**config.mk**
```make
export PLATFORM = sky130hd
export DESIGN_NAME = muldiv_sequencer
export DESIGN_NICKNAME = d
export VERILOG_FILES = /design/src/rtl/muldiv_sequencer.sv
export SDC_FILE = /design/constraint.sdc
export NUM_CORES = 1
export LEC_CHECK = 0
export ABC_AREA = 0
export BUFFER_PORTS_ARGS = -buffer_cell sky130_fd_sc_hd__buf_2
export CAP_MARGIN = 20
export CORE_ASPECT_RATIO = 2
export CORE_MARGIN = 2
export CORE_UTILIZATION = 40
export DETAILED_ROUTE_END_ITERATION = 8
export GPL_TIMING_DRIVEN = 0
export PLACE_DENSITY = 0.6
export SLEW_MARGIN = 20
export SYNTH_ARGS = -nofsm -noshare
export SYNTH_HDL_FRONTEND = slang
export SYNTH_SLANG_ARGS = --single-unit
```
**constraint.sdc**
```tcl
create_clock -name clk -period 13.53 [get_ports clk]
set_clock_uncertainty 0.2 [all_clocks]
set_input_delay 0.6765 -clock clk [delete_from_list [all_inputs] [get_ports clk]]
set_output_delay 0.6765 -clock clk [all_outputs]
set_load 0.02 [all_outputs]
```
**src/rtl/muldiv_sequencer.sv**
```systemverilog
// Iterative RV32M multiply/divide sequencer for the execute stage.
// One shared 33-bit adder drives both shift-add multiply and restoring divide.
module muldiv_sequencer #(
    parameter int XLEN = 32
) (
    input  logic            clk,
    input  logic            rst_n,
    input  logic            Start,
    input  logic [2:0]      Funct3,
    input  logic [XLEN-1:0] SrcA,
    input  logic [XLEN-1:0] SrcB,
    output logic [XLEN-1:0] Result,
    output logic            Busy,
    output logic            Done,
    output logic            Stall
);

    localparam int CW = $clog2(XLEN);

    typedef enum logic [1:0] {
        S_IDLE,
        S_RUN,
        S_DONE
    } state_e;

    state_e            state_q, state_d;
    logic [CW-1:0]     cnt_q, cnt_d;
    logic [XLEN-1:0]   hi_q, hi_d;
    logic [XLEN-1:0]   lo_q, lo_d;
    logic [XLEN-1:0]   b_q, b_d;
    logic [2:0]        op_q, op_d;
    logic              neg_q, neg_d;
    logic              neg_rem_q, neg_rem_d;
    logic [XLEN-1:0]   result_q, result_d;

    logic              sgn_a, sgn_b, a_neg, b_neg;
    logic [XLEN-1:0]   mag_a, mag_b;
    logic              div_zero, div_ovf;
    logic [XLEN:0]     add_a, add_b, sum;
    logic              add_cin;
    logic [XLEN-1:0]   hi_n, lo_n;
    logic [2*XLEN-1:0] prod, prod_fix;
    logic [XLEN-1:0]   quot_fix, rem_fix;

    // Operand decode, only meaningful in the IDLE accept cycle
    always_comb begin
        sgn_a    = (Funct3 == 3'b001) || (Funct3 == 3'b010) ||
                   (Funct3 == 3'b100) || (Funct3 == 3'b110);
        sgn_b    = (Funct3 == 3'b001) || (Funct3 == 3'b100) ||
                   (Funct3 == 3'b110);
        a_neg    = sgn_a && SrcA[XLEN-1];
        b_neg    = sgn_b && SrcB[XLEN-1];
        mag_a    = a_neg ? -SrcA : SrcA;
        mag_b    = b_neg ? -SrcB : SrcB;
        div_zero = Funct3[2] && (SrcB == '0);
        div_ovf  = Funct3[2] && !Funct3[0] &&
                   (SrcA == {1'b1, {(XLEN-1){1'b0}}}) && (SrcB == '1);
    end

    // The single iteration adder; divide subtracts via inverted operand + carry-in
    always_comb begin
        if (op_q[2]) begin
            add_a   = {hi_q, lo_q[XLEN-1]};
            add_b   = ~{1'b0, b_q};
            add_cin = 1'b1;
        end else begin
            add_a   = {1'b0, hi_q};
            add_b   = lo_q[0] ? {1'b0, b_q} : '0;
            add_cin = 1'b0;
        end
        sum = add_a + add_b + {{XLEN{1'b0}}, add_cin};
    end

    always_comb begin
        if (op_q[2]) begin
            if (!sum[XLEN]) begin
                hi_n = sum[XLEN-1:0];
                lo_n = {lo_q[XLEN-2:0], 1'b1};
            end else begin
                hi_n = {hi_q[XLEN-2:0], lo_q[XLEN-1]};
                lo_n = {lo_q[XLEN-2:0], 1'b0};
            end
        end else begin
            hi_n = sum[XLEN:1];
            lo_n = {sum[0], lo_q[XLEN-1:1]};
        end
        prod     = {hi_n, lo_n};
        prod_fix = neg_q ? -prod : prod;
        quot_fix = neg_q ? -lo_n : lo_n;
        rem_fix  = neg_rem_q ? -hi_n : hi_n;
    end

    always_comb begin
        state_d   = state_q;
        cnt_d     = cnt_q;
        hi_d      = hi_q;
        lo_d      = lo_q;
        b_d       = b_q;
        op_d      = op_q;
        neg_d     = neg_q;
        neg_rem_d = neg_rem_q;
        result_d  = result_q;
        unique case (state_q)
            S_IDLE: begin
                if (Start) begin
                    op_d = Funct3;
                    if (div_zero || div_ovf) begin
                        state_d = S_DONE;
                        if (Funct3[1])
                            result_d = div_zero ? SrcA : '0;
                        else
                            result_d = div_zero ? '1 : SrcA;
                    end else begin
                        state_d   = S_RUN;
                        cnt_d     = '0;
                        hi_d      = '0;
                        lo_d      = Funct3[2] ? mag_a : mag_b;
                        b_d       = Funct3[2] ? mag_b : mag_a;
                        neg_d     = a_neg ^ b_neg;
                        neg_rem_d = a_neg;
                    end
                end
            end
            S_RUN: begin
                hi_d  = hi_n;
                lo_d  = lo_n;
                cnt_d = cnt_q + 1'b1;
                if (cnt_q == CW'(XLEN-1)) begin
                    state_d = S_DONE;
                    cnt_d   = '0;
                    if (op_q[2])
                        result_d = op_q[1] ? rem_fix : quot_fix;
                    else if (op_q[1:0] == 2'b00)
                        result_d = prod_fix[XLEN-1:0];
                    else
                        result_d = prod_fix[2*XLEN-1:XLEN];
                end
            end
            S_DONE:  state_d = S_IDLE;
            default: state_d = S_IDLE;
        endcase
    end

    always_ff @(posedge clk or negedge rst_n) begin
        if (!rst_n) begin
            state_q   <= S_IDLE;
            cnt_q     <= '0;
            hi_q      <= '0;
            lo_q      <= '0;
            b_q       <= '0;
            op_q      <= '0;
            neg_q     <= 1'b0;
            neg_rem_q <= 1'b0;
            result_q  <= '0;
        end else begin
            state_q   <= state_d;
            cnt_q     <= cnt_d;
            hi_q      <= hi_d;
            lo_q      <= lo_d;
            b_q       <= b_d;
            op_q      <= op_d;
            neg_q     <= neg_d;
            neg_rem_q <= neg_rem_d;
            result_q  <= result_d;
        end
    end

    assign Result = result_q;
    assign Busy   = (state_q == S_RUN);
    assign Done   = (state_q == S_DONE);
    assign Stall  = Start && (state_q != S_DONE);

endmodule

```
==> results of run 1 <==
-- layer usage --
layer | global-route usage (%) | vias up
met5 | 0 | -
met4 | 52.93 | 4
met3 | 12.04 | 516
met2 | 76.02 | 1058
met1 | 41.41 | 8828
li1 | - | 8053
-- state kept, by name, summed over array words and instances (netlist names) --
register,count
b_q,32
op_q,3
neg_rem_q,1
cnt_q,5
hi_q,32
lo_q,32
state_q,2
Result,32
neg_q,1
-- cell usage after synthesis (9+ instances only) --
| cell | instances |
|---|---|
| sky130_fd_sc_hd__nor2b_1 | 16 |
| sky130_fd_sc_hd__o31ai_1 | 29 |
| sky130_fd_sc_hd__a311oi_1 | 13 |
| sky130_fd_sc_hd__or3_1 | 22 |
| sky130_fd_sc_hd__o221ai_1 | 14 |
| sky130_fd_sc_hd__xor2_1 | 62 |
| sky130_fd_sc_hd__a21o_1 | 16 |
| sky130_fd_sc_hd__a31oi_1 | 27 |
| sky130_fd_sc_hd__and2_1 | 15 |
| sky130_fd_sc_hd__a211oi_1 | 36 |
| sky130_fd_sc_hd__nand2_1 | 250 |
| sky130_fd_sc_hd__o21ai_0 | 232 |
| sky130_fd_sc_hd__mux2_2 | 50 |
| sky130_fd_sc_hd__a221oi_1 | 9 |
| sky130_fd_sc_hd__or2_2 | 12 |
| sky130_fd_sc_hd__nor4_1 | 16 |
| sky130_fd_sc_hd__o211ai_1 | 18 |
| sky130_fd_sc_hd__xnor2_1 | 91 |
| sky130_fd_sc_hd__o32ai_1 | 11 |
| sky130_fd_sc_hd__nor3_1 | 72 |
| sky130_fd_sc_hd__buf_2 | 25 |
| sky130_fd_sc_hd__and3_1 | 15 |
| sky130_fd_sc_hd__o41ai_1 | 10 |
| sky130_fd_sc_hd__nor2_1 | 191 |
| sky130_fd_sc_hd__inv_1 | 36 |
| sky130_fd_sc_hd__mux2i_1 | 37 |
| sky130_fd_sc_hd__clkbuf_1 | 110 |
| sky130_fd_sc_hd__or4_1 | 13 |
| sky130_fd_sc_hd__nand3_1 | 75 |
| sky130_fd_sc_hd__buf_1 | 13 |
| sky130_fd_sc_hd__a21oi_1 | 172 |
| sky130_fd_sc_hd__dfrtp_1 | 140 |
| sky130_fd_sc_hd__ha_1 | 39 |
| sky130_fd_sc_hd__o21ai_1 | 12 |
| sky130_fd_sc_hd__nand4_1 | 23 |
| sky130_fd_sc_hd__nand2b_1 | 19 |
-- area by class of cell --
cell class | instances | area [um^2] | area share, %
multi-input combinational | 1779 | 11220 | 64.78
sequential | 140 | 3503 | 20.23
tap | 515 | 644.4 | 3.720
buffer | 151 | 608.1 | 3.511
timing repair buffer | 110 | 593.1 | 3.424
clock buffer | 19 | 442.9 | 2.557
clock inverter | 13 | 155.1 | 0.8957
inverter | 39 | 146.4 | 0.8451
antenna | 3 | 7.507 | 0.04334
-- timing repair --
item | 4_1_cts | 5_1_grt
hold endpoints to repair | 49 | 0
gates resized for setup | 0 | 0
hold buffers | 1 | 0
-- through the flow --
stage	setup WS [ps]	instance area [um^2]	utilization [%]
6_report	30.37	17320	45.54
5_1_grt	134.9	17320	45.52
4_1_cts	771.4	17300	45.48
3_5_place_dp	826.3	16690	43.88
3_3_place_gp	629.9	16580	43.58
2_1_floorplan	5085	15410	-
-- logic make-up (layout without fill, tap and decap cells) --
| kind of cell | after synthesis | after routing | synth area share (%) |
|---|---|---|---|
| adders and majority gates | 41 | 41 | 3.426 |
| and+or+nand+nor | 779 | 779 | 24.19 |
| DFF | 140 | 140 | 22.73 |
| muxes | 89 | 89 | 6.202 |
| AOI/OAI and AO/OA | 717 | 717 | 29.87 |
| other | 0 | 3 | 0 |
| xor gates and xnor gates | 153 | 153 | 8.694 |
| buffers and inverters | 190 | 332 | 4.887 |
-- final timing paths --
check	to
min reg2reg	Result[23]
max	Result[16]
max in group asynchronous	b_q[18]
min in group asynchronous	Result[13]
min	Result[23]
max reg2reg	Result[16]
-- critical path: cells and delay by family, from the launching register on --
kind,cells,cell delay [ps]
XOR/XNOR,1,140
AND/OR/NAND/NOR,6,1710
buffers and inverters,16,6670
adder cells (fa/ha/maj),2,610
flip-flops,1,420
AO/OA/AOI/OAI,10,3620
==> impl.org, run 1 <==
** Route
- Length of routed met3 wiring :: 6422 um
- Length of routed met2 wiring :: 43520 um
- Avg Vias per Cell :: 6.666
- In the final routing, the length of wire on met1 measures 28580 um.
- Avg WL per Cell :: 33.27 um
- The first routing iteration left 1876 violations.
- Total DRC errors in the routed layout :: 0
- The pre-antenna-repair detailed-routing pass consisted of 7 iterations.
- Antenna Nets Post-Route :: 0
- In this run the top signal layer used is met5.
- The final layout contains routed wiring with a total length of 92120 um.
- The routed layout has 18459 vias.

** STA
- WHS :: 261.2 ps
- Unrepaired setup endpoints after global routing :: false
- Measured against its own limit, the worst slew margin works out to 9.375%.
- After layout, the minimum clock period comes to 13500 ps.
- The number of hold violations in the final report is 0.
- For this run, the top clock speed supported by timing is 74.08 MHz.
- Slew at the pin closest to its max-slew limit :: 1342 ps
- Dividing the final minimum period by the clock period gives 99.78%.
- The final-report max-slew violation count was 0.
- Setup TNS :: 0 ps
- Final setup violation count :: 0

** Die
- IO Pins :: 105
- For this configuration, the core starts out at a cell density of 40.52%.
- Die width :: 142.8 um
- Area enclosed by the die boundary :: 40220 um^2
- Number of placement rows :: 101
- The core region is 38040 um^2.
- In this run the vertical extent of the chip is 281.6 um.

** Synth
- Number of unique standard cell types used by synthesis :: 107
- Number of storage elements in the synthesis netlist :: 140
- The largest total area in the synthesized netlist belongs to sky130_fd_sc_hd__dfrtp_1.
- After technology mapping, the gate count stands at 2109.
- The synthesized design devotes to its leading area cell type 22.73% of total area.
- Summed instance area of the synthesized netlist :: 15410 um^2
- Among all flip-flop cells after synthesis, the most frequent one is sky130_fd_sc_hd__dfrtp_1.
- Synthesized net count :: 2220
- Number of synthesized flops with an enable pin :: 0
- Dividing the synthesized area by the synthesized cell count gives 7.308 um^2.
- Share of synthesized registers carrying an async set or reset :: 100.0%
- Summing the sequential cell areas from Yosys gives 22.73% of the chip area.
- Sorting the synthesized cells by area gives the leading types as sky130_fd_sc_hd__dfrtp_1, sky130_fd_sc_hd__o21ai_0, sky130_fd_sc_hd__nand2_1.
- The Yosys step of the flow raised 0 warnings.

** Worst setup path
- STA classifies the critical path startpoint as a register.
- Required time reported for the critical path endpoint :: 13740 ps
- Beginning of the worst register-to-register path :: op_q[2]
- Data arrival time of the critical path :: 13710 ps
- The slowest stage of the critical path is the sky130_fd_sc_hd__buf_1 cell.
- Tracing the worst setup path back leads to its startpoint at op_q[2].
- In this design, the critical path's most frequently occurring cell is sky130_fd_sc_hd__buf_2.
- Setup slack, reg-to-reg :: 30 ps
- Of all nets on the critical path, the largest fanout is 10.
- Critical path's largest stage delay :: 750 ps
- Worst setup path class :: reg2reg
- Crit path capture type :: register
- For the worst flop-to-flop path, the logic depth is 35.

** Clocking
- Clock tree from TritonCTS :: yes
- Number of clock buffers inserted by TritonCTS :: 17
- At the later pin of the worst-skew pair, clock insertion delay measures 480 ps.
- Number of H-tree levels :: 4
- Post-CTS timing repair inserted 0 buffers for setup.
- The longest clock path from root to sink contains 2 buffers.
- Clock root cell :: sky130_fd_sc_hd__clkbuf_16
- Clock-pin slew was measured on the worst setup and hold paths at 70 ps.
- The clock net in this run drives a total of 140 sinks.

** GRT
- The number of global-route vias before repair is 17957.
- Across every metal layer, demand over resource in global routing totals 45.67%.
- First-pass GRT wire length :: 128800 um
- The number of antenna violations at the first check in global routing came to 6.
- Entering global routing, the biggest net connects 92 pins.
- After global routing the overflow that remains totals 0.

** Cells and area
- Relative to the synthesized area, the layout overhead comes to 12.38%.
- The post-route netlist has 12.66% of its cells at a drive strength greater than 1.
- For this run, the post-layout net count is 2349.
- The library cells used most frequently in the layout, excluding fill and tap cells, are sky130_fd_sc_hd__nand2_1, sky130_fd_sc_hd__o21ai_0, sky130_fd_sc_hd__nor2_1, sky130_fd_sc_hd__a21oi_1, sky130_fd_sc_hd__dfrtp_1.
- Final non-filler cell total :: 2769
- Leaving out fill and tap cells, the most frequent cell in the layout is sky130_fd_sc_hd__nand2_1.
- Fill cell total of the finished layout :: 4007

** Flow run
- Across the run, the number of max-cap violations was 0.

** Placement
- Once placement completed, the tool counted placed cells totaling 2733.
- After legalization and detailed placement, the total HPWL measured 74520 um.
- PortBufs :: 104
- Routability-driven placement finished with a final weighted congestion of 1.060.

** Worst hold path
- The worst hold path was traced through 2 stages.
- Critical hold path startpoint :: Result[23]
- Worst min-delay path category :: reg2reg

** Outcome
- Run status :: complete, no violations
Power of run 1 is not shown: default switching activity piles up to over one toggle a cycle in this logic, so the estimate is an artifact.
==> run 2: changes to the inputs <==
Settings changed: ABC_AREA 0 to 1.
==> run 2 against run 1 <==
The run now ends with negative hold slack left. Worst setup slack better by 4300 ps. Cell count rose by 23%. Fmax grew 46%. Hold slack got worse by 270 ps. Critical path depth increased by 7. Global-route usage is 4.3 points lower. Core utilization is 0.60 points lower. Area after synthesis increased by 5.4%. Die area up 5.3%. Via count grew 7.3%. Flip-flop and latch count is the same. Register-to-register slack improved by 4300 ps.
==> impl.org, run 2 <==
** GRT
- The final global-route overflow total came to 0 (unchanged).
- Number of antenna violations at the first check in global routing :: 1 (-5)
- The number of global-route vias before repair is 19686 (+9.6%).
- The maximum number of pins on one net before global-route repair came to 81 (-12%).
- Overall routing resource usage :: 41.40% (-4.3 points)
- The met1 track utilization from global routing is 35.92% (-5.5 points).
- The global-route wire length before repair came to 126700 um (-1.7%).
- Global Route met3 Usage :: 7.512% (-4.5 points)
- Global-route layer with the greatest usage :: met2
- The fraction of met2 tracks used by global routing came to 74.45% (-1.6 points).

** Cells and area
- The layout cell share with drive strength beyond 1 is 9.277% (-3.4 points).
- Finished Cell Area :: 18070 um^2 (+4.3%)
- The number of antenna diodes came to 0 (-3).
- The number of nets in the finished design was 2989 (+27%).
- Multi-input gate area in the final layout :: 11090 um^2 (-1.1%)
- The final standard cell count with taps included and fillers excluded came to 3419 (+23%).
- The number of fill cells is 4508 (+13%).
- The sequential standard cell area came to 3503 um^2 (unchanged).
- Commonest non-fill, non-tap cell in the layout :: sky130_fd_sc_hd__nand2_1
- Most used cells in the layout excluding fill and tap cells :: sky130_fd_sc_hd__nand2_1, sky130_fd_sc_hd__inv_1, sky130_fd_sc_hd__nor2_1, sky130_fd_sc_hd__o21ai_0, sky130_fd_sc_hd__nand3_1
- The area growth from synthesis to layout is 11.19%.

** Outcome
- Run status :: finished with violations
- Violations in the final reports :: negative hold slack

** STA
- The relative max-transition margin is 14.90% (+5.5 points).
- The count of endpoints failing setup in the final report is 0 (unchanged).
- Slew at the pin closest to its max-slew limit :: 1263 ps (-78.70 ps)
- WHS :: -10.30 ps (-271.5 ps)
- The upper clock frequency limit was 108.4 MHz (+46%).
- The number of hold violations in the final report came to 15 (+15).
- Setup repair after global routing left no endpoint under its margin.
- The aggregate negative setup slack is 0 ps (unchanged).
- The final-report max-slew violation count came to 0 (unchanged).
- Portion of the clock cycle consumed by the worst path in the final layout :: 68.16% (-32 points)
- The time the worst path needs with I/O delays and setup is 9222 ps (-4278 ps).

** Worst setup path
- Startpoint kind of the worst setup timing path :: register
- Worst setup path class :: reg2reg
- The worst endpoint data arrival time came to 9380 ps (-4330 ps).
- Top Family by Delay on Critical Path :: simple AND/OR/NAND/NOR gates
- The delay contributed by the slowest stage of the critical path came to 920 ps (+170 ps).
- Master of the slowest instance on the critical path :: sky130_fd_sc_hd__clkbuf_1
- Most frequent cell on the critical path :: sky130_fd_sc_hd__nand2_1
- The total buffers and inverters traversed by the critical path was 11 (-5).
- Worst Path Max Fanout :: 10 (unchanged)
- Required time reported for the critical path endpoint :: 13690 ps (-50 ps)
- STA classifies the critical path endpoint as a register.

** Synth
- Yosys instantiated no cell more often than sky130_fd_sc_hd__nand2_1.
- Most used standard cells in the synthesized netlist :: sky130_fd_sc_hd__nand2_1, sky130_fd_sc_hd__inv_1, sky130_fd_sc_hd__nor2_1, sky130_fd_sc_hd__o21ai_0, sky130_fd_sc_hd__nand3_1
- Synthesized net count :: 2865 (+29%)
- Number of standard cells after synthesis :: 2754 (+31%)
- The number of distinct standard cells referenced by the synthesized netlist was 60 (-44%).
- Share of Yosys cell area claimed by the top area cell type :: 21.56% (-1.2 points)
- Post-Synthesis Mean Instance Area :: 5.900 um^2 (-19%)
- Area leader, netlist :: sky130_fd_sc_hd__dfrtp_1
- For this run, the leading register cell type out of synthesis is sky130_fd_sc_hd__dfrtp_1.
- The number of synthesized flops with an enable pin was 0 (unchanged).
- The register bit count reported by yosys was 140 (unchanged).
- Share of synthesized registers carrying an async set or reset :: 100.0% (unchanged)
- The netlist area before placement is 16250 um^2 (+5.4%).
- Sequential fraction of the synthesis area :: 21.56% (-1.2 points)
- Synthesis warning total :: 0 (unchanged)
- Synth area leaders :: sky130_fd_sc_hd__dfrtp_1, sky130_fd_sc_hd__nand2_1, sky130_fd_sc_hd__o21ai_0

** Die
- Starting density of the core :: 40.41% (-0.11 points)
- The die outline width was 146.5 um (+2.6%).
- Number of placement rows :: 104 (+3.0%)
- Placeable Area :: 40210 um^2 (+5.7%)
- The area of the die came to 42350 um^2 (+5.3%).
- The vertical extent of the die was 289.0 um (+2.6%).
- IO Pins :: 105 (unchanged)

** Placement
- Hpwl dp :: 74080 um (-0.59%)
- The placement-stage cell area is 17470 um^2 (+4.7%).
- Cells after DPL :: 3389 (+24%)
- The count of port buffers added during placement came to 104 (unchanged).
- Routability-driven placement congestion ratio :: 1.174 (+11%)

** Clocking
- The clock buffer count from CTS came to 17 (unchanged).
- The number of clock sinks came to 140 (unchanged).
- Clock root cell :: sky130_fd_sc_hd__clkbuf_16
- Count of cells resized by post-cts repair :: 0 (unchanged)
- The maximum number of buffers from clock root to sink was 2 (unchanged).
- TritonCTS built the clock tree.
- Post-cts hold buffer count :: 0 (-1)
- The clock edge transition at the registers on the reported setup and hold paths was 70 ps (about the same).
- The clock insertion delay at the later pin of the skew report is 470 ps (about the same).
- Number of H-tree levels :: 4 (unchanged)
- The count of buffers added by post-CTS timing repair for setup was 0 (unchanged).

** Route
- Total wirelength of the detailed-routed design :: 88660 um (-3.8%)
- DRC violation total after the first TritonRoute iteration :: 1400 (-25%)
- First-pass DRT Iterations :: 6 (-1)
- Avg WL per Cell :: 25.93 um (-22%)
- Total DRC errors in the routed layout :: 0 (unchanged)
- Detailed-route via count :: 19799 (+7.3%)
- Antenna Nets Post-Route :: 0 (unchanged)
- The post-detailed-route via-to-cell ratio is 5.791 (-13%).

** Flow run
- The count of max-cap constraint violations is 0 (unchanged).

** Worst hold path
- In this run the worst hold path is classified as in2async.
## run 2: layout make-up
type                    count  area share [%]
plain buffers             132           3.324
inverters                 280           5.817
flip-flops and latches    140           19.39
clock buffers              20           2.528
clock inverters            10          0.7756
multi-input cells        2202           61.41
repair buffers            105           3.089
well taps                 530           3.670
## run 2: path summary, 6_finish.rpt
check | start | endpoint | slack [ps] | cells after the start
max reg2reg | op_q[2] | Result[12] | 4310 | 42
min | rst_n | state_q[0] | -10 | 1
max in group asynchronous | rst_n | Result[21] | 12290 | 2
max | op_q[2] | Result[12] | 4310 | 42
min in group clk | Result[24] | Result[24] | 270 | 2
min reg2reg | Result[24] | Result[24] | 270 | 2
## run 2: per-stage QoR
stage | setup WS, ps | util, % | hold WS, ps
6_report | 4308 | 44.93 | -10.30
2_1_floorplan | 7677 | - | 180.9
3_5_place_dp | 4756 | 43.45 | 260.6
3_3_place_gp | 4766 | 43.36 | 260.7
4_1_cts | 4725 | 44.93 | 41.50
5_1_grt | 4010 | 44.93 | 59.89
## run 2: metal layers
layer	vias to the layer above	share of wire (%)	routed length, um
met2	910	49	43630
met3	459	5.5	4890
li1	9182	-	-
met5	-	0.015	13
met1	9246	31	27460
met4	2	14	12660
## run 2: worst reg2reg max path, delay by kind of cell (launching register included)
family	cells	cell delay, ps
AO/OA/AOI/OAI	3	610
adder cells (fa/ha/maj)	3	960
buffers and inverters	11	3160
flip-flops	1	610
AND/OR/NAND/NOR	25	3610
## run 2: logic make-up after synthesis
family                     after synthesis  synth area share (%)
muxes                                    7                0.4466
and+or+nand+nor                       1499                 38.62
xor gates and xnor gates               115                 6.198
DFF                                    140                 21.56
AOI/OAI and AO/OA                      516                 18.29
adders and majority gates               65                 4.728
buffers and inverters                  412                 10.16
Power of run 2 is left out for the same reason.
